### config.mk
export PLATFORM = sky130hd
export DESIGN_NAME = scan_rx_flat
export DESIGN_NICKNAME = d
export VERILOG_FILES = /design/src/rtl/scan_pkg.sv /design/src/rtl/scan_rx_if.sv /design/src/rtl/scan_rx_req_edge_det.sv /design/src/rtl/scan_rx.sv /design/src/flat_wrapper.sv
export SDC_FILE = /design/constraint.sdc
export NUM_CORES = 1
export LEC_CHECK = 0
export BUFFER_PORTS_ARGS = -buffer_cell sky130_fd_sc_hd__buf_2
export CAP_MARGIN = 20
export CORE_MARGIN = 8
export CORE_UTILIZATION = 55
export DETAILED_ROUTE_END_ITERATION = 8
export GPL_ROUTABILITY_DRIVEN = 0
export PLACE_DENSITY = 0.85
export SLEW_MARGIN = 0
export SYNTH_ARGS = -nofsm -noshare
export SYNTH_HDL_FRONTEND = slang
export SYNTH_HIERARCHICAL = 1
export SYNTH_SLANG_ARGS = --single-unit
### constraint.sdc
create_clock -name clk -period 3.11 [get_ports clk]
set_input_delay 0.622 -clock clk [delete_from_list [all_inputs] [get_ports clk]]
set_output_delay 0.622 -clock clk [all_outputs]
set_load 0.03 [all_outputs]
### src/rtl/scan_pkg.sv
// Shared constants and types for the serial debug unit's scan (receive) and print paths.
package scan_pkg;

    // Transfer type, also used by the print path
    localparam logic TYPE_BYTE = 1'b0;
    localparam logic TYPE_WORD = 1'b1;

    localparam int BYTES_PER_WORD = 4;

    typedef enum logic [1:0] {
        ST_IDLE = 2'd0,
        ST_RECV = 2'd1,
        ST_DONE = 2'd2
    } scan_state_e;

    // Byte counter start value: counts down to 0 on the last byte
    function automatic logic [1:0] first_count(input logic typ);
        return (typ == TYPE_WORD) ? 2'(BYTES_PER_WORD - 1) : 2'd0;
    endfunction

endpackage

### src/rtl/scan_rx_if.sv
// Scan receive bus: controller request/result plus UART byte handshake.
// master = controller/UART side, slave = scan_rx block.
interface scan_rx_if;
    logic        req_rx;
    logic        type_rx;
    logic        vld_rx;
    logic [7:0]  d_rx;
    logic        rdy_rx;
    logic [31:0] din_rx;
    logic        ack_rx;
    logic        err_rx;

    modport master (
        output req_rx, type_rx, vld_rx, d_rx,
        input  rdy_rx, din_rx, ack_rx, err_rx
    );

    modport slave (
        input  req_rx, type_rx, vld_rx, d_rx,
        output rdy_rx, din_rx, ack_rx, err_rx
    );
endinterface

### src/rtl/scan_rx_req_edge_det.sv
// Registered rising-edge detector with asynchronous active-high reset.
module req_edge_det (
    input  logic clk,
    input  logic rst,
    input  logic sig,
    output logic rise
);
    logic sig_q;

    // Delay the level by one clock to compare against
    always_ff @(posedge clk or posedge rst) begin
        if (rst) sig_q <= 1'b0;
        else     sig_q <= sig;
    end

    assign rise = sig & ~sig_q;
endmodule

### src/rtl/scan_rx.sv
// scan_rx: assembles one byte or one MSB-first 32-bit word from the UART
// receiver on request, and returns it with a one-cycle ack.
// Optional macro SCAN_TIMEOUT_EN: abort RECV after TIMEOUT_CYCLES idle clocks
// between accepted bytes, returning 0 with err_rx pulsed alongside ack_rx.
module scan_rx
    import scan_pkg::*;
#(
    parameter int TIMEOUT_CYCLES = 1000000
) (
    input  logic     clk,
    input  logic     rst,
    scan_rx_if.slave bus
);
    scan_state_e state, state_nxt;
    logic [1:0]  cnt, cnt_nxt;
    logic        typ_q, typ_nxt;
    logic [31:0] din_q, din_nxt;
    logic        ack_q, err_q;
    logic        err_nxt;
    logic        req_rise;
    logic        rdy;
    logic        accept;
    logic        timeout;

    req_edge_det u_req_edge (
        .clk  (clk),
        .rst  (rst),
        .sig  (bus.req_rx),
        .rise (req_rise)
    );

    assign rdy    = (state == ST_RECV);
    assign accept = bus.vld_rx & rdy;

`ifdef SCAN_TIMEOUT_EN
    localparam int GAP_W = (TIMEOUT_CYCLES > 2) ? $clog2(TIMEOUT_CYCLES) : 1;
    localparam logic [GAP_W-1:0] GAP_LIMIT = GAP_W'(TIMEOUT_CYCLES - 1);

    logic [GAP_W-1:0] gap_q;

    // Idle-gap counter: held at 0 outside RECV and restarted by every accepted byte
    always_ff @(posedge clk or posedge rst) begin
        if (rst)                        gap_q <= '0;
        else if (!rdy || accept)        gap_q <= '0;
        else if (gap_q != GAP_LIMIT)    gap_q <= gap_q + GAP_W'(1);
    end

    // An accept on the limit edge takes priority over the abort
    assign timeout = rdy & ~accept & (gap_q == GAP_LIMIT);
`else
    logic unused_timeout_cfg;
    assign unused_timeout_cfg = ^TIMEOUT_CYCLES;
    assign timeout = 1'b0;
`endif

    // State, counter, type and result registers
    always_ff @(posedge clk or posedge rst) begin
        if (rst) begin
            state <= ST_IDLE;
            cnt   <= 2'd0;
            typ_q <= TYPE_BYTE;
            din_q <= 32'h0;
            ack_q <= 1'b0;
            err_q <= 1'b0;
        end else begin
            state <= state_nxt;
            cnt   <= cnt_nxt;
            typ_q <= typ_nxt;
            din_q <= din_nxt;
            ack_q <= (state_nxt == ST_DONE);
            err_q <= err_nxt;
        end
    end

    // Next-state, byte assembly and abort decision
    always_comb begin
        state_nxt = state;
        cnt_nxt   = cnt;
        typ_nxt   = typ_q;
        din_nxt   = din_q;
        err_nxt   = 1'b0;
        case (state)
            ST_IDLE: begin
                if (req_rise) begin
                    typ_nxt   = bus.type_rx;
                    cnt_nxt   = first_count(bus.type_rx);
                    din_nxt   = 32'h0;
                    state_nxt = ST_RECV;
                end
            end
            ST_RECV: begin
                if (accept) begin
                    if (typ_q == TYPE_WORD) din_nxt = {din_q[23:0], bus.d_rx};
                    else                    din_nxt = {24'h0, bus.d_rx};
                    if (cnt == 2'd0) state_nxt = ST_DONE;
                    else             cnt_nxt   = cnt - 2'd1;
                end else if (timeout) begin
                    din_nxt   = 32'h0;
                    err_nxt   = 1'b1;
                    state_nxt = ST_DONE;
                end
            end
            ST_DONE: state_nxt = ST_IDLE;
            default: state_nxt = ST_IDLE;
        endcase
    end

    assign bus.rdy_rx = rdy;
    assign bus.din_rx = din_q;
    assign bus.ack_rx = ack_q;
    assign bus.err_rx = err_q;
endmodule

### src/flat_wrapper.sv
// flat-port wrapper written by rule: the top's interface ports become plain ports
module scan_rx_flat import scan_pkg::*;
#(
    parameter int TIMEOUT_CYCLES = 1000000
)
  (clk, rst, bus_req_rx, bus_type_rx, bus_vld_rx, bus_d_rx, bus_rdy_rx, bus_din_rx, bus_ack_rx, bus_err_rx);
  scan_rx_if bus_i ();
  input  logic clk;
  input  logic rst;
  input wire logic [$bits(bus_i.req_rx)-1:0] bus_req_rx;
  input wire logic [$bits(bus_i.type_rx)-1:0] bus_type_rx;
  input wire logic [$bits(bus_i.vld_rx)-1:0] bus_vld_rx;
  input wire logic [$bits(bus_i.d_rx)-1:0] bus_d_rx;
  output wire logic [$bits(bus_i.rdy_rx)-1:0] bus_rdy_rx;
  output wire logic [$bits(bus_i.din_rx)-1:0] bus_din_rx;
  output wire logic [$bits(bus_i.ack_rx)-1:0] bus_ack_rx;
  output wire logic [$bits(bus_i.err_rx)-1:0] bus_err_rx;
  assign bus_i.req_rx = bus_req_rx;
  assign bus_i.type_rx = bus_type_rx;
  assign bus_i.vld_rx = bus_vld_rx;
  assign bus_i.d_rx = bus_d_rx;
  assign bus_rdy_rx = bus_i.rdy_rx;
  assign bus_din_rx = bus_i.din_rx;
  assign bus_ack_rx = bus_i.ack_rx;
  assign bus_err_rx = bus_i.err_rx;
  scan_rx #(.TIMEOUT_CYCLES(TIMEOUT_CYCLES)) u_core (.clk(clk), .rst(rst), .bus(bus_i));
endmodule
* Word-level counts from Yosys, hierarchy flattened
Cells that the tools add are included.
W data, S select, Z words.
** Word-level totals
- Output and inout port bits :: 35
- Input bits :: 13
- Bits in registers :: 39
- Logic and storage cells :: 34
** Cells by class
- Add/sub/neg operators :: 1
- Equality and inequality tests :: 5
- Muxes and demuxes :: 13
- Bitwise logic cells :: 3
- Reduce and logical (&&, ||, !) cells :: 6
** Operator list (number)
- $mux W32 :: 3
- $pmux W32 S2 :: 1
- $mux W2 :: 7
- $pmux W2 S2 :: 2
- $logic_not A2 Y1 :: 2
- $ne A2 B2 Y1 const B :: 2
- $reduce_and A4 Y1 :: 1
- $reduce_and A3 Y1 :: 1
- $and A1 B1 Y1 :: 2
- $eq A2 B1 Y1 const B :: 1
- $eq A2 B2 Y1 const B :: 1
- $ne A2 B1 Y1 const B :: 1
- $reduce_and A2 Y1 :: 1
- $reduce_bool A2 Y1 :: 1
- $sub A2 B1 Y2 const B :: 1
- $not A1 Y1 :: 1

* Longest topological paths before layout
Gate-level depths: netlist of run 1.
- Word-level depth :: 5
- Depth in mapped cells :: 5
- Mapped depth without buffers :: 5

* Hierarchy
Netlist of run 1, hierarchy kept.
** By module, submodules not included
- scan_rx :: times used 1, sequential area each 950.9 µm², cells each 169, area each 1755.4 µm²
- req_edge_det :: times used 1, sequential area each 25.0 µm², cells each 3, area each 42.5 µm²

* Least setup slack after synthesis of run 1
No wires, ideal clock.
- Path kind :: register -> output
- Start :: reg u_core.state[1]
- End :: out bus_rdy_rx
- Buffers on the path :: 0
- Setup slack :: 1.560 ns
- Arrival time :: 0.928 ns
- Required time :: 2.488 ns
- Cell stages (with the launch flop) :: 2
- Cells stage by stage :: dfrtp_1 nor2b_1
** On the way
- Cells in the longest elaborated chain, start to end :: 1
** RTL lines
- start: declaration :: line scan_rx.sv:14 : scan_state_e state, state_nxt;
- start signal: assignment :: line scan_rx.sv:66 : state <= state_nxt;
- $eq A2 B1 Y1 :: line scan_rx.sv:32 : assign rdy = (state == ST_RECV);
- end: declaration :: line flat_wrapper.sv:14 : output wire logic [$bits(bus_i.rdy_rx)-1:0] bus_rdy_rx;
No other way between the ends.

* Worst setup path in the final report of run 1
- Start :: reg u_core.state[0]
- End :: out bus_rdy_rx
Same word-level chain as after synthesis.

==> results of run 1 <==
## synth_stat cells (2+ instances only)
library cell | instances | area (um2)
sky130_fd_sc_hd__buf_8 | 2 | 30.0
sky130_fd_sc_hd__and3_1 | 2 | 12.5
sky130_fd_sc_hd__nand4b_1 | 8 | 70.1
sky130_fd_sc_hd__dfrtp_1 | 39 | 976
sky130_fd_sc_hd__inv_1 | 37 | 139
sky130_fd_sc_hd__buf_4 | 3 | 22.5
sky130_fd_sc_hd__nand2_1 | 28 | 105
sky130_fd_sc_hd__o21ai_0 | 10 | 50.1
sky130_fd_sc_hd__a21oi_1 | 2 | 10.0
sky130_fd_sc_hd__mux2i_1 | 25 | 250
sky130_fd_sc_hd__clkbuf_1 | 3 | 11.3
## worst max-delay path by stage
| stage | startpoint | end | slack, ns | cells past startpoint |
|---|---|---|---|---|
| floorplan | u_core/state[1]$_DFF_PP0_ | bus_rdy_rx | 1.56 | 1 |
| global placement | bus_vld_rx | u_core/bus.din_rx[22]$_DFFE_PP0P_ | 1.31 | 5 |
| detailed placement | bus_req_rx | u_core/bus.din_rx[12]$_DFFE_PP0P_ | 1.23 | 6 |
| CTS | u_core/state[0]$_DFF_PP0_ | bus_rdy_rx | 1.06 | 2 |
| global route | u_core/state[0]$_DFF_PP0_ | bus_rdy_rx | 0.95 | 2 |
| finish | u_core/state[0]$_DFF_PP0_ | bus_rdy_rx | 1.07 | 2 |
## cells by family (layout without fill, tap and decap cells)
group           count (synthesis)  count (layout)  synth area share (%)
buf+inv                        47              93                  12.2
simple gates                   43              43                  13.2
flops                          39              39                  54.3
mux                            25              25                  13.9
compound gates                 16              16                  5.50
fa+ha+maj                       1               1                 0.696
other cells                     1               1                 0.209
## through the flow
step                hold WS, ns  std cells  power (mW)  util (%)  instance area, um2
global placement          0.465        254        1.42      65.6                2020
floorplan                 0.351        172        1.30         -                1800
global route             0.0957        262        1.82      67.8                2090
finish                    0.111        262        1.72      67.8                2090
CTS                       0.100        262        1.73      67.8                2090
detailed placement        0.470        254        1.44      65.6                2020
## sequential cells by signal, indices dropped and copies added, names as in the netlist
signal	cells
u_core/bus.din_rx	32
u_core/cnt	2
u_core/state	2
u_core/typ_q	1
u_core/bus.ack_rx	1
u_core/u_req_edge/sig_q	1
## area by class of cell
cell class                      count  area (um2)  share of cell area [%]
Tap cell                           44        55.1                    2.64
Clock buffer                        8        68.8                    3.30
Inverter                           37         139                    6.65
Timing Repair Buffer               48         245                    11.8
Sequential cell                    39         976                    46.8
Multi-Input combinational cell     86         603                    28.9
## power groups by stage
stage          Combinational, mW  Clock (mW)  Sequential, mW
2_1_floorplan              0.418           0           0.882
3_3_place_gp               0.685           0           0.738
3_5_place_dp               0.704           0           0.740
4_1_cts                    0.708       0.295           0.730
5_1_grt                    0.755       0.314           0.750
6_report                   0.699       0.290           0.730
## metal layers
metal,global-route usage [%],part of all wire (%)
met3,5.08,7.2
met2,23.5,48
met1,15.3,44
met5,0,0
met4,4.00,0.48
==> metrics.txt, run 1 <==
# TYPE chip_impl_metric gauge
chip_impl_metric{name="leakagePower",unit="nW"} 1.08
chip_impl_metric{name="clock_power_share",unit="%"} 16.9
chip_impl_metric{name="timing.final.crit_share",unit="%"} 65.6
chip_impl_info{name="type_of_the_most_critical_hold_path",value="in -> async"} 1
chip_impl_metric{name="cts_buffers",unit=""} 5
chip_impl_metric{name="nFillCells",unit=""} 261
chip_impl_metric{name="cts-root-to-sink-buffers",unit=""} 2
chip_impl_metric{name="route.detailed.wl_per_inst",unit="um"} 13.5
chip_impl_metric{name="die-area",unit="um2"} 5350
chip_impl_info{name="critical_path.reg2reg.startpoint",value="u_core/state[0]$_DFF_PP0_"} 1
chip_impl_info{name="root_buffer",value="sky130_fd_sc_hd__clkbuf_4"} 1
chip_impl_metric{name="finalSetupTns",unit="ns"} 0
chip_impl_info{name="status",value="finished, final reports clean"} 1
chip_impl_metric{name="core_region",unit="um2"} 3080
chip_impl_metric{name="maxCapViolations",unit=""} 0
chip_impl_metric{name="power_per_cell_area",unit="nW/um2"} 824
chip_impl_info{name="mostFrequentLayoutCells",value="sky130_fd_sc_hd__buf_2 (46), sky130_fd_sc_hd__dfrtp_1 (39), sky130_fd_sc_hd__inv_1 (37), sky130_fd_sc_hd__nand2_1 (28), sky130_fd_sc_hd__mux2i_1 (25)"} 1
chip_impl_metric{name="post-cts-setup-buffer-count",unit=""} 0
chip_impl_metric{name="remaining_drc_errors",unit=""} 0
chip_impl_metric{name="floorplan.io_pins",unit=""} 48
chip_impl_metric{name="critical_path_peak_fanout",unit=""} 16
chip_impl_metric{name="synth_enable_flop_cells",unit=""} 0
chip_impl_metric{name="routed_via_density",unit=""} 4.77
chip_impl_metric{name="areaGrowthSynthToFinish",unit="%"} 16.1
chip_impl_metric{name="timing_hold_violations_final",unit=""} 0
chip_impl_info{name="worstSetupPathType",value="reg -> out"} 1
chip_impl_metric{name="report.final.slew_viol_count",unit=""} 0
chip_impl_metric{name="yosysUniqueCellTypes",unit=""} 24
chip_impl_metric{name="clock_latency",unit="ns"} 0.33
chip_impl_metric{name="std_cell_rows",unit=""} 20
chip_impl_metric{name="first_global_vias",unit=""} 1257
chip_impl_metric{name="clock.fmax",unit="MHz"} 490
chip_impl_metric{name="die_width",unit="um"} 73.2
chip_impl_metric{name="grt_pass1_wl",unit="um"} 5670
chip_impl_info{name="mostFrequentLayoutCell",value="sky130_fd_sc_hd__buf_2"} 1
chip_impl_metric{name="finalCriticalPeriod",unit="ns"} 2.04
chip_impl_metric{name="drt_pass1_iterations",unit=""} 4
chip_impl_metric{name="htreeDepth",unit=""} 2
chip_impl_metric{name="ys_warn_count",unit=""} 6
chip_impl_metric{name="internal_dissipation",unit="mW"} 0.992
chip_impl_metric{name="worst_ir_drop_vdd",unit="uV"} 587
chip_impl_metric{name="io_buffer_count",unit=""} 46
chip_impl_metric{name="drt-total-wl",unit="um"} 3530
chip_impl_metric{name="arrival",unit="ns"} 1.42
chip_impl_metric{name="timing.critical_path.buf_inv",unit=""} 1
chip_impl_metric{name="postSynth.asyncResetShare",unit="%"} 100
chip_impl_metric{name="skew",unit="ns"} 0.00603
chip_impl_info{name="worst_path_max_delay_cell",value="sky130_fd_sc_hd__dfrtp_1"} 1
chip_impl_info{name="postSynth.topFlopCell",value="sky130_fd_sc_hd__dfrtp_1"} 1
chip_impl_metric{name="postSynthCellCount",unit=""} 172
chip_impl_metric{name="post_cts_sizing_count",unit=""} 0
chip_impl_metric{name="stage_delay_of_the_slowest_cell_on_the_critical_path",unit="ns"} 0.63
chip_impl_metric{name="clock_sinks",unit=""} 39
chip_impl_info{name="grt_setup_unrepaired",value="false"} 1
chip_impl_info{name="regToRegEndpoint",value="u_core/bus.din_rx[8]$_DFFE_PP0P_"} 1
chip_impl_metric{name="grt_start_max_net_pins",unit=""} 35
chip_impl_metric{name="dpl.hpwl",unit="um"} 2560
chip_impl_metric{name="seq_area_frac_synth",unit="%"} 54.3
chip_impl_metric{name="drive_above_1_share",unit="%"} 26.6
chip_impl_metric{name="grt.overflow.total",unit=""} 0
chip_impl_metric{name="mappedNetlistArea",unit="um2"} 1800
chip_impl_metric{name="setup-violations-final",unit=""} 0
chip_impl_metric{name="number_of_drc_markers_in_iteration_0",unit=""} 65
chip_impl_metric{name="starting_density",unit="%"} 58.4
chip_impl_metric{name="timing_worst_slew_pin_value",unit="ns"} 0.821
chip_impl_metric{name="num_vias",unit=""} 1249
chip_impl_metric{name="regToRegSetupSlack",unit="ns"} 1.32
chip_impl_metric{name="antenna_left",unit=""} 0
chip_impl_metric{name="worst_slew_margin_rel",unit="%"} 45.3
chip_impl_info{name="critical_path.top_delay_family",value="flip-flops"} 1
chip_impl_metric{name="synth.ff_latch_count",unit=""} 39
chip_impl_metric{name="final_nets",unit=""} 231
chip_impl_metric{name="power.switching",unit="mW"} 0.727
chip_impl_metric{name="antenna_found_initial",unit=""} 0
chip_impl_metric{name="clkTransAtPathRegs",unit="ns"} 0.11
chip_impl_metric{name="chipHeight",unit="um"} 73.2
chip_impl_metric{name="diodes",unit=""} 0
chip_impl_metric{name="seq_power_share",unit="%"} 42.5
chip_impl_metric{name="post_route_setup_slack",unit="ns"} 1.07
chip_impl_metric{name="worst-endpoint-required",unit="ns"} 2.49
chip_impl_metric{name="power_frac_comb",unit="%"} 40.6
chip_impl_info{name="startpoint_type",value="register"} 1
chip_impl_metric{name="cts.hold.buffers_added",unit=""} 0
chip_impl_metric{name="avgSynthCellArea",unit="um2"} 10.5
chip_impl_metric{name="netSwitchingFraction",unit="%"} 42.3
chip_impl_info{name="chain_of_cells_forming_the_critical_path",value="nor2b_1, buf_2"} 1
chip_impl_metric{name="global_route.usage.total",unit="%"} 13.7
chip_impl_metric{name="rr_worst_depth",unit=""} 3
chip_impl_metric{name="detailedPlace.worstSlack",unit="ns"} 1.23
chip_impl_info{name="end_kind",value="output pin"} 1
chip_impl_metric{name="synthesis.nets",unit=""} 186
chip_impl_info{name="clock_tree_from_tritoncts",value="done"} 1
Power figures use the tool's default switching activity.
==> run 2: changes to the inputs <==
--- a/config.mk
+++ b/config.mk
@@ -8,10 +8,10 @@
 export BUFFER_PORTS_ARGS = -buffer_cell sky130_fd_sc_hd__buf_2
 export CAP_MARGIN = 20
 export CORE_MARGIN = 8
-export CORE_UTILIZATION = 55
+export CORE_UTILIZATION = 51
 export DETAILED_ROUTE_END_ITERATION = 8
 export GPL_ROUTABILITY_DRIVEN = 0
-export PLACE_DENSITY = 0.85
+export PLACE_DENSITY = 0.8
 export SLEW_MARGIN = 0
 export SYNTH_ARGS = -nofsm -noshare
 export SYNTH_HDL_FRONTEND = slang
==> constraint.sdc (replaced) <==
create_clock -name clk -period 2 [get_ports clk]
set_input_delay 0.4 -clock clk [delete_from_list [all_inputs] [get_ports clk]]
set_output_delay 0.4 -clock clk [all_outputs]
set_load 0.03 [all_outputs]
==> run 2 against run 1 <==
  * Design area rose by 2.8%
  * Final cell count rose by 1.9%
  * Sequential cell count did not move
  * Sequential power rose by 56%
  * Non-clock buffer count rose by 3
  * Critical path type unchanged
  * Sequential share of layout area fell by 1.3 points
  * First-iteration DRC count rose by 4.6%
  * Via count did not move
  * Hold slack improved by 0.066 ns
  * Critical path depth did not move
==> metrics.txt, run 2 (same netlist as run 1, synthesis figures left out) <==
# TYPE chip_impl_metric gauge
chip_impl_metric{name="first_global_vias",unit=""} 1282
chip_impl_metric{name="timing_hold_violations_final",unit=""} 0
chip_impl_metric{name="std_cell_rows",unit=""} 21
chip_impl_metric{name="routed_via_density",unit=""} 4.68
chip_impl_metric{name="cell_count_post_placement",unit=""} 258
chip_impl_metric{name="power_per_cell_area",unit="nW/um2"} 1310
chip_impl_info{name="worst_path_max_delay_cell",value="sky130_fd_sc_hd__dfrtp_1"} 1
chip_impl_metric{name="clock_latency",unit="ns"} 0.34
chip_impl_metric{name="skew",unit="ns"} 0.00675
chip_impl_metric{name="global_route.usage.total",unit="%"} 13.3
chip_impl_metric{name="largest_register_ffs",unit=""} 32
chip_impl_metric{name="post_route_setup_slack",unit="ns"} 0.198
chip_impl_info{name="root_buffer",value="sky130_fd_sc_hd__clkbuf_4"} 1
chip_impl_info{name="type_of_the_most_critical_hold_path",value="in -> reg"} 1
chip_impl_metric{name="drt_pass1_iterations",unit=""} 4
chip_impl_metric{name="grt.overflow.total",unit=""} 0
chip_impl_metric{name="antenna_left",unit=""} 0
chip_impl_metric{name="finalSetupTns",unit="ns"} 0
chip_impl_metric{name="grt_start_max_net_pins",unit=""} 33
chip_impl_metric{name="stage_delay_of_the_slowest_cell_on_the_critical_path",unit="ns"} 0.61
chip_impl_metric{name="fin_util",unit="%"} 63.8
chip_impl_metric{name="detailedPlace.worstSlack",unit="ns"} 0.505
chip_impl_metric{name="core_region",unit="um2"} 3360
chip_impl_metric{name="clock_power_share",unit="%"} 19.5
chip_impl_metric{name="clock_sinks",unit=""} 39
chip_impl_metric{name="power.switching",unit="mW"} 1.14
chip_impl_metric{name="arrival",unit="ns"} 1.40
chip_impl_metric{name="die_width",unit="um"} 75.4
chip_impl_metric{name="maxCapViolations",unit=""} 0
chip_impl_info{name="chain_of_cells_forming_the_critical_path",value="nor2b_1, buf_2"} 1
chip_impl_info{name="end_kind",value="output pin"} 1
chip_impl_metric{name="drive_above_1_share",unit="%"} 27.6
chip_impl_info{name="worstSetupPathType",value="reg -> out"} 1
chip_impl_metric{name="worst_ir_drop_vdd",unit="uV"} 1250
chip_impl_metric{name="clock.fmax",unit="MHz"} 555
chip_impl_metric{name="chipHeight",unit="um"} 75.4
chip_impl_metric{name="internal_dissipation",unit="mW"} 1.66
chip_impl_metric{name="final_cell_count_no_fill",unit=""} 267
chip_impl_info{name="mostFrequentLayoutCell",value="sky130_fd_sc_hd__buf_2"} 1
chip_impl_metric{name="leakagePower",unit="nW"} 1.10
chip_impl_metric{name="diodes",unit=""} 0
chip_impl_metric{name="clkTransAtPathRegs",unit="ns"} 0.11
chip_impl_metric{name="cts-root-to-sink-buffers",unit=""} 2
chip_impl_metric{name="critical_path_peak_fanout",unit=""} 16
chip_impl_info{name="status",value="finished, final reports clean"} 1
chip_impl_info{name="grt_setup_unrepaired",value="false"} 1
chip_impl_metric{name="cts_buffers",unit=""} 5
chip_impl_metric{name="starting_density",unit="%"} 53.5
chip_impl_metric{name="report.final.slew_viol_count",unit=""} 0
chip_impl_metric{name="final_nets",unit=""} 234
chip_impl_metric{name="floorplan.io_pins",unit=""} 48
chip_impl_metric{name="setup-violations-final",unit=""} 0
chip_impl_metric{name="route.detailed.wl_per_inst",unit="um"} 13.2
chip_impl_metric{name="power_frac_comb",unit="%"} 39.9
chip_impl_metric{name="antenna_found_initial",unit=""} 0
chip_impl_metric{name="grt_pass1_wl",unit="um"} 5710
chip_impl_metric{name="drt-total-wl",unit="um"} 3520
chip_impl_metric{name="netSwitchingFraction",unit="%"} 40.7
chip_impl_metric{name="num_vias",unit=""} 1249
chip_impl_metric{name="seq_power_share",unit="%"} 40.6
chip_impl_metric{name="worst-endpoint-required",unit="ns"} 1.60
chip_impl_info{name="mostFrequentLayoutCells",value="sky130_fd_sc_hd__buf_2 (46), sky130_fd_sc_hd__dfrtp_1 (39), sky130_fd_sc_hd__inv_1 (37), sky130_fd_sc_hd__nand2_1 (28), sky130_fd_sc_hd__mux2i_1 (25)"} 1
chip_impl_metric{name="dpl.hpwl",unit="um"} 2600
chip_impl_metric{name="number_of_drc_markers_in_iteration_0",unit=""} 68
chip_impl_metric{name="die-area",unit="um2"} 5680
chip_impl_metric{name="finalCriticalPeriod",unit="ns"} 1.80
chip_impl_metric{name="areaGrowthSynthToFinish",unit="%"} 19.3
chip_impl_info{name="startpoint_type",value="register"} 1
chip_impl_metric{name="io_buffer_count",unit=""} 46
chip_impl_metric{name="htreeDepth",unit=""} 2
chip_impl_metric{name="remaining_drc_errors",unit=""} 0
chip_impl_info{name="clock_tree_from_tritoncts",value="done"} 1
chip_impl_metric{name="timing.final.crit_share",unit="%"} 90.1
[run 2: path summary, 6_finish.rpt]
| check | end | cells after the start | from | slack, ns |
|---|---|---|---|---|
| max | bus_rdy_rx | 2 | u_core/state[0]$_DFF_PP0_ | 0.20 |
| min | u_core/u_req_edge/sig_q$_DFF_PP0_ | 1 | bus_req_rx | 0.18 |
| max reg2reg | u_core/bus.din_rx[21]$_DFFE_PP0P_ | 4 | u_core/state[0]$_DFF_PP0_ | 0.47 |
| min reg2reg | u_core/bus.din_rx[25]$_DFFE_PP0P_ | 2 | u_core/bus.din_rx[25]$_DFFE_PP0P_ | 0.52 |
| max in group asynchronous | u_core/bus.din_rx[2]$_DFFE_PP0P_ | 4 | rst | 0.85 |
| min in group asynchronous | u_core/u_req_edge/sig_q$_DFF_PP0_ | 3 | rst | 0.44 |
[run 2: power by group through the flow]
stage / Sequential, mW / Clock, mW / Combinational [mW]
2_1_floorplan: 1.37 / 0 / 0.650
3_3_place_gp: 1.15 / 0 / 1.10
3_5_place_dp: 1.15 / 0 / 1.13
4_1_cts: 1.14 / 0.563 / 1.13
5_1_grt: 1.17 / 0.598 / 1.21
6_report: 1.14 / 0.545 / 1.12
[run 2: worst max-delay path, delay by kind of cell, from the launching register on]
kind,cells,cell delay (ns)
buf+inv,1,0.23
flops,1,0.61
simple gates,1,0.23
[run 2: area by class of cell]
class / instances / area (um2)
Sequential cell: 39 / 976
Fill cell: 307 / 1220
Clock buffer: 6 / 51.3
Inverter: 37 / 139
Multi-Input combinational cell: 86 / 603
Tap cell: 46 / 57.6
Timing Repair Buffer: 51 / 283
Clock inverter: 2 / 35.0
[run 2: routing by layer]
metal | part of all wire, % | GRT usage (%) | vias up
li1 | - | - | 635
met1 | 44 | 16.4 | 566
met2 | 45 | 20.5 | 44
met3 | 9.3 | 5.26 | 4
met4 | 0.88 | 5.12 | 0
met5 | 0 | 0 | -
[run 2: what timing repair did]
item | 4_1_cts | 5_1_grt
resized for setup | 0 | 0
endpoints found under the hold margin | 1 | 0
setup buffers | 0 | 0
hold buffers | 1 | 0
[run 2: stage by stage]
step / instance area [um2] / hold slack, ns / total power, mW
final: 2140 / 0.177 / 2.80
after global placement: 2050 / 0.243 / 2.26
after global routing: 2140 / 0.148 / 2.98
after detailed placement: 2050 / 0.248 / 2.28
after floorplan: 1800 / 0.129 / 2.02
after CTS: 2140 / 0.157 / 2.84
==> run 3: changes to the inputs <==
--- a/config.mk
+++ b/config.mk
@@ -5,13 +5,14 @@
 export SDC_FILE = /design/constraint.sdc
 export NUM_CORES = 1
 export LEC_CHECK = 0
-export BUFFER_PORTS_ARGS = -buffer_cell sky130_fd_sc_hd__buf_2
 export CAP_MARGIN = 20
 export CORE_MARGIN = 8
-export CORE_UTILIZATION = 51
+export CORE_UTILIZATION = 55
 export DETAILED_ROUTE_END_ITERATION = 8
+export DONT_BUFFER_PORTS = 1
 export GPL_ROUTABILITY_DRIVEN = 0
-export PLACE_DENSITY = 0.8
+export MAX_ROUTING_LAYER = met4
+export PLACE_DENSITY = 0.72
 export SLEW_MARGIN = 0
 export SYNTH_ARGS = -nofsm -noshare
 export SYNTH_HDL_FRONTEND = slang
==> run 3 against run 2 <==
  * Maximum frequency grew 4.1%
  * Utilization decreased by 3.1 points
  * Global-route usage rose by 0.72 points
  * Clock skew is 0.0073 ns higher
  * Via count fell by 10%
  * Routed wire length shrank 3.3%
  * Largest power group unchanged
  * Highest routed layer is now met3
==> metrics.txt, run 3 (same netlist as run 1, synthesis figures left out) <==
# TYPE chip_impl_metric gauge
chip_impl_info{name="end_kind",value="output pin"} 1
chip_impl_metric{name="clkTransAtPathRegs",unit="ns"} 0.11
chip_impl_metric{name="report.final.slew_viol_count",unit=""} 0
chip_impl_metric{name="multi_input_area",unit="um2"} 603
chip_impl_info{name="grt_setup_unrepaired",value="false"} 1
chip_impl_metric{name="die-area",unit="um2"} 5350
chip_impl_metric{name="worst-endpoint-required",unit="ns"} 1.60
chip_impl_metric{name="worst_ir_drop_vdd",unit="uV"} 784
chip_impl_info{name="top_layer_used",value="met3"} 1
chip_impl_metric{name="drt_pass1_iterations",unit=""} 4
chip_impl_metric{name="number_of_drc_markers_in_iteration_0",unit=""} 61
chip_impl_metric{name="fin_util",unit="%"} 60.7
chip_impl_metric{name="leakagePower",unit="nW"} 0.852
chip_impl_metric{name="route.detailed.wl_per_inst",unit="um"} 15.7
chip_impl_metric{name="power_frac_comb",unit="%"} 27.4
chip_impl_metric{name="cts-root-to-sink-buffers",unit=""} 2
chip_impl_metric{name="clock.fmax",unit="MHz"} 578
chip_impl_metric{name="routed_via_density",unit=""} 5.17
chip_impl_metric{name="netSwitchingFraction",unit="%"} 43.8
chip_impl_metric{name="grt_pass1_wl",unit="um"} 5640
chip_impl_info{name="worstSetupPathType",value="reg -> out"} 1
chip_impl_metric{name="seq_power_share",unit="%"} 58.4
chip_impl_metric{name="setup-violations-final",unit=""} 0
chip_impl_metric{name="dr_wl_met2",unit="um"} 1660
chip_impl_metric{name="power.switching",unit="mW"} 1.08
chip_impl_metric{name="remaining_drc_errors",unit=""} 0
chip_impl_metric{name="holdWs",unit="ns"} 0.0528
chip_impl_metric{name="first_global_vias",unit=""} 1187
chip_impl_metric{name="core_region",unit="um2"} 3080
chip_impl_metric{name="nFillCells",unit=""} 276
chip_impl_metric{name="clock_latency",unit="ns"} 0.33
chip_impl_info{name="status",value="finished, final reports clean"} 1
chip_impl_metric{name="clock_sinks",unit=""} 39
chip_impl_metric{name="wl_met3",unit="um"} 330
chip_impl_metric{name="clock_power_share",unit="%"} 14.2
chip_impl_metric{name="finalSetupTns",unit="ns"} 0
chip_impl_metric{name="areaGrowthSynthToFinish",unit="%"} 3.83
chip_impl_metric{name="grt.overflow.total",unit=""} 0
chip_impl_info{name="root_buffer",value="sky130_fd_sc_hd__clkbuf_4"} 1
chip_impl_metric{name="cts_buffers",unit=""} 5
chip_impl_metric{name="floorplan.io_pins",unit=""} 48
chip_impl_metric{name="chipHeight",unit="um"} 73.2
chip_impl_metric{name="largest_register_ffs",unit=""} 32
chip_impl_info{name="type_of_the_most_critical_hold_path",value="in -> async"} 1
chip_impl_metric{name="num_vias",unit=""} 1122
chip_impl_metric{name="timing_hold_violations_final",unit=""} 0
chip_impl_info{name="startpoint_type",value="register"} 1
chip_impl_metric{name="seq_area",unit="um2"} 976
chip_impl_metric{name="power_per_cell_area",unit="nW/um2"} 1330
chip_impl_metric{name="htreeDepth",unit=""} 2
chip_impl_metric{name="grt_start_max_net_pins",unit=""} 39
chip_impl_metric{name="drt-total-wl",unit="um"} 3400
chip_impl_info{name="mostFrequentLayoutCells",value="sky130_fd_sc_hd__dfrtp_1 (39), sky130_fd_sc_hd__inv_1 (37), sky130_fd_sc_hd__nand2_1 (28), sky130_fd_sc_hd__mux2i_1 (25), sky130_fd_sc_hd__o21ai_0 (10)"} 1
chip_impl_metric{name="io_buffer_count",unit=""} 0
chip_impl_metric{name="antenna_found_initial",unit=""} 0
chip_impl_metric{name="detail_route.wirelength.met1",unit="um"} 1420
chip_impl_info{name="clock_tree_from_tritoncts",value="done"} 1
chip_impl_metric{name="std_cell_rows",unit=""} 20
chip_impl_metric{name="global_route.usage.total",unit="%"} 14.0
chip_impl_metric{name="internal_dissipation",unit="mW"} 1.39
chip_impl_metric{name="final_nets",unit=""} 188
chip_impl_metric{name="starting_density",unit="%"} 58.4
chip_impl_metric{name="antenna_left",unit=""} 0
chip_impl_metric{name="finalCriticalPeriod",unit="ns"} 1.73
chip_impl_metric{name="timing.final.crit_share",unit="%"} 86.5
chip_impl_metric{name="drive_above_1_share",unit="%"} 6.94
chip_impl_metric{name="maxCapViolations",unit=""} 0
chip_impl_metric{name="dpl.hpwl",unit="um"} 2490
chip_impl_metric{name="skew",unit="ns"} 0.0140
chip_impl_metric{name="arrival",unit="ns"} 1.33
chip_impl_metric{name="diodes",unit=""} 0
chip_impl_metric{name="critical_path_peak_fanout",unit=""} 16
chip_impl_metric{name="die_width",unit="um"} 73.2
chip_impl_info{name="mostFrequentLayoutCell",value="sky130_fd_sc_hd__dfrtp_1"} 1
==> run 3: changes by cell type in the layout (fill, tap and decap cells not counted), sizes merged <==
cell,before,now
buf,50,4
clkinv,1,0
bufinv,1,0
==> run 3: routing by layer <==
metal  track usage, %  vias up
li1                 -      543
met1             15.5      541
met2             22.3       38
met3             6.32        0
met4             4.00        0
met5                -        -
==> run 3: worst max-delay path: stages, from the launching register on <==
cell                      delay (ns)
sky130_fd_sc_hd__dfrtp_1        0.62
sky130_fd_sc_hd__nor2b_1        0.20
sky130_fd_sc_hd__buf_4          0.19
==> run 3: power by group through the flow <==
stage	registers, mW	logic [mW]	clock network [mW]
final	1.45	0.680	0.351
after global routing	1.49	0.761	0.391
after CTS	1.46	0.689	0.361
after detailed placement	1.47	0.688	0
after global placement	1.46	0.658	0
after floorplan	1.37	0.650	0
==> run 3: cell type report <==
class,count,share of cell area (%)
Timing Repair Buffer,5,2.82
Sequential cell,39,52.3
Clock buffer,6,2.21
Tap cell,44,2.95
Inverter,37,7.44
Multi-Input combinational cell,86,32.3
==> run 3: repair_timing <==
item	CTS	global route
hold endpoints to repair	1	0
resized for setup	0	0
hold buffers	1	0
setup buffers	0	0
setup endpoints to repair	0	0
==> run 3: worst paths after layout <==
kind | startpoint | endpoint | slack (ns) | cells past startpoint
worst max-delay path | u_core/state[0]$_DFF_PP0_ | bus_rdy_rx | 0.27 | 2
min in group clk | bus_req_rx | u_core/u_req_edge/sig_q$_DFF_PP0_ | 0.09 | 0
worst max register to register | u_core/state[0]$_DFF_PP0_ | u_core/bus.din_rx[25]$_DFFE_PP0P_ | 0.47 | 4
max in group asynchronous | rst | u_core/u_req_edge/sig_q$_DFF_PP0_ | 1.56 | 2
worst min-delay path | rst | u_core/bus.din_rx[19]$_DFFE_PP0P_ | 0.05 | 2
worst min register to register | u_core/typ_q$_DFFE_PP0P_ | u_core/typ_q$_DFFE_PP0P_ | 0.53 | 2
==> run 3: metrics by stage <==
stage,power (mW),setup slack [ns],cells,cell area [um2]
after floorplan,2.02,0.672,172,1800
after global placement,2.12,0.594,210,1820
after detailed placement,2.16,0.484,210,1820
after CTS,2.51,0.258,217,1870
after global routing,2.64,0.135,217,1870
final,2.48,0.269,217,1870
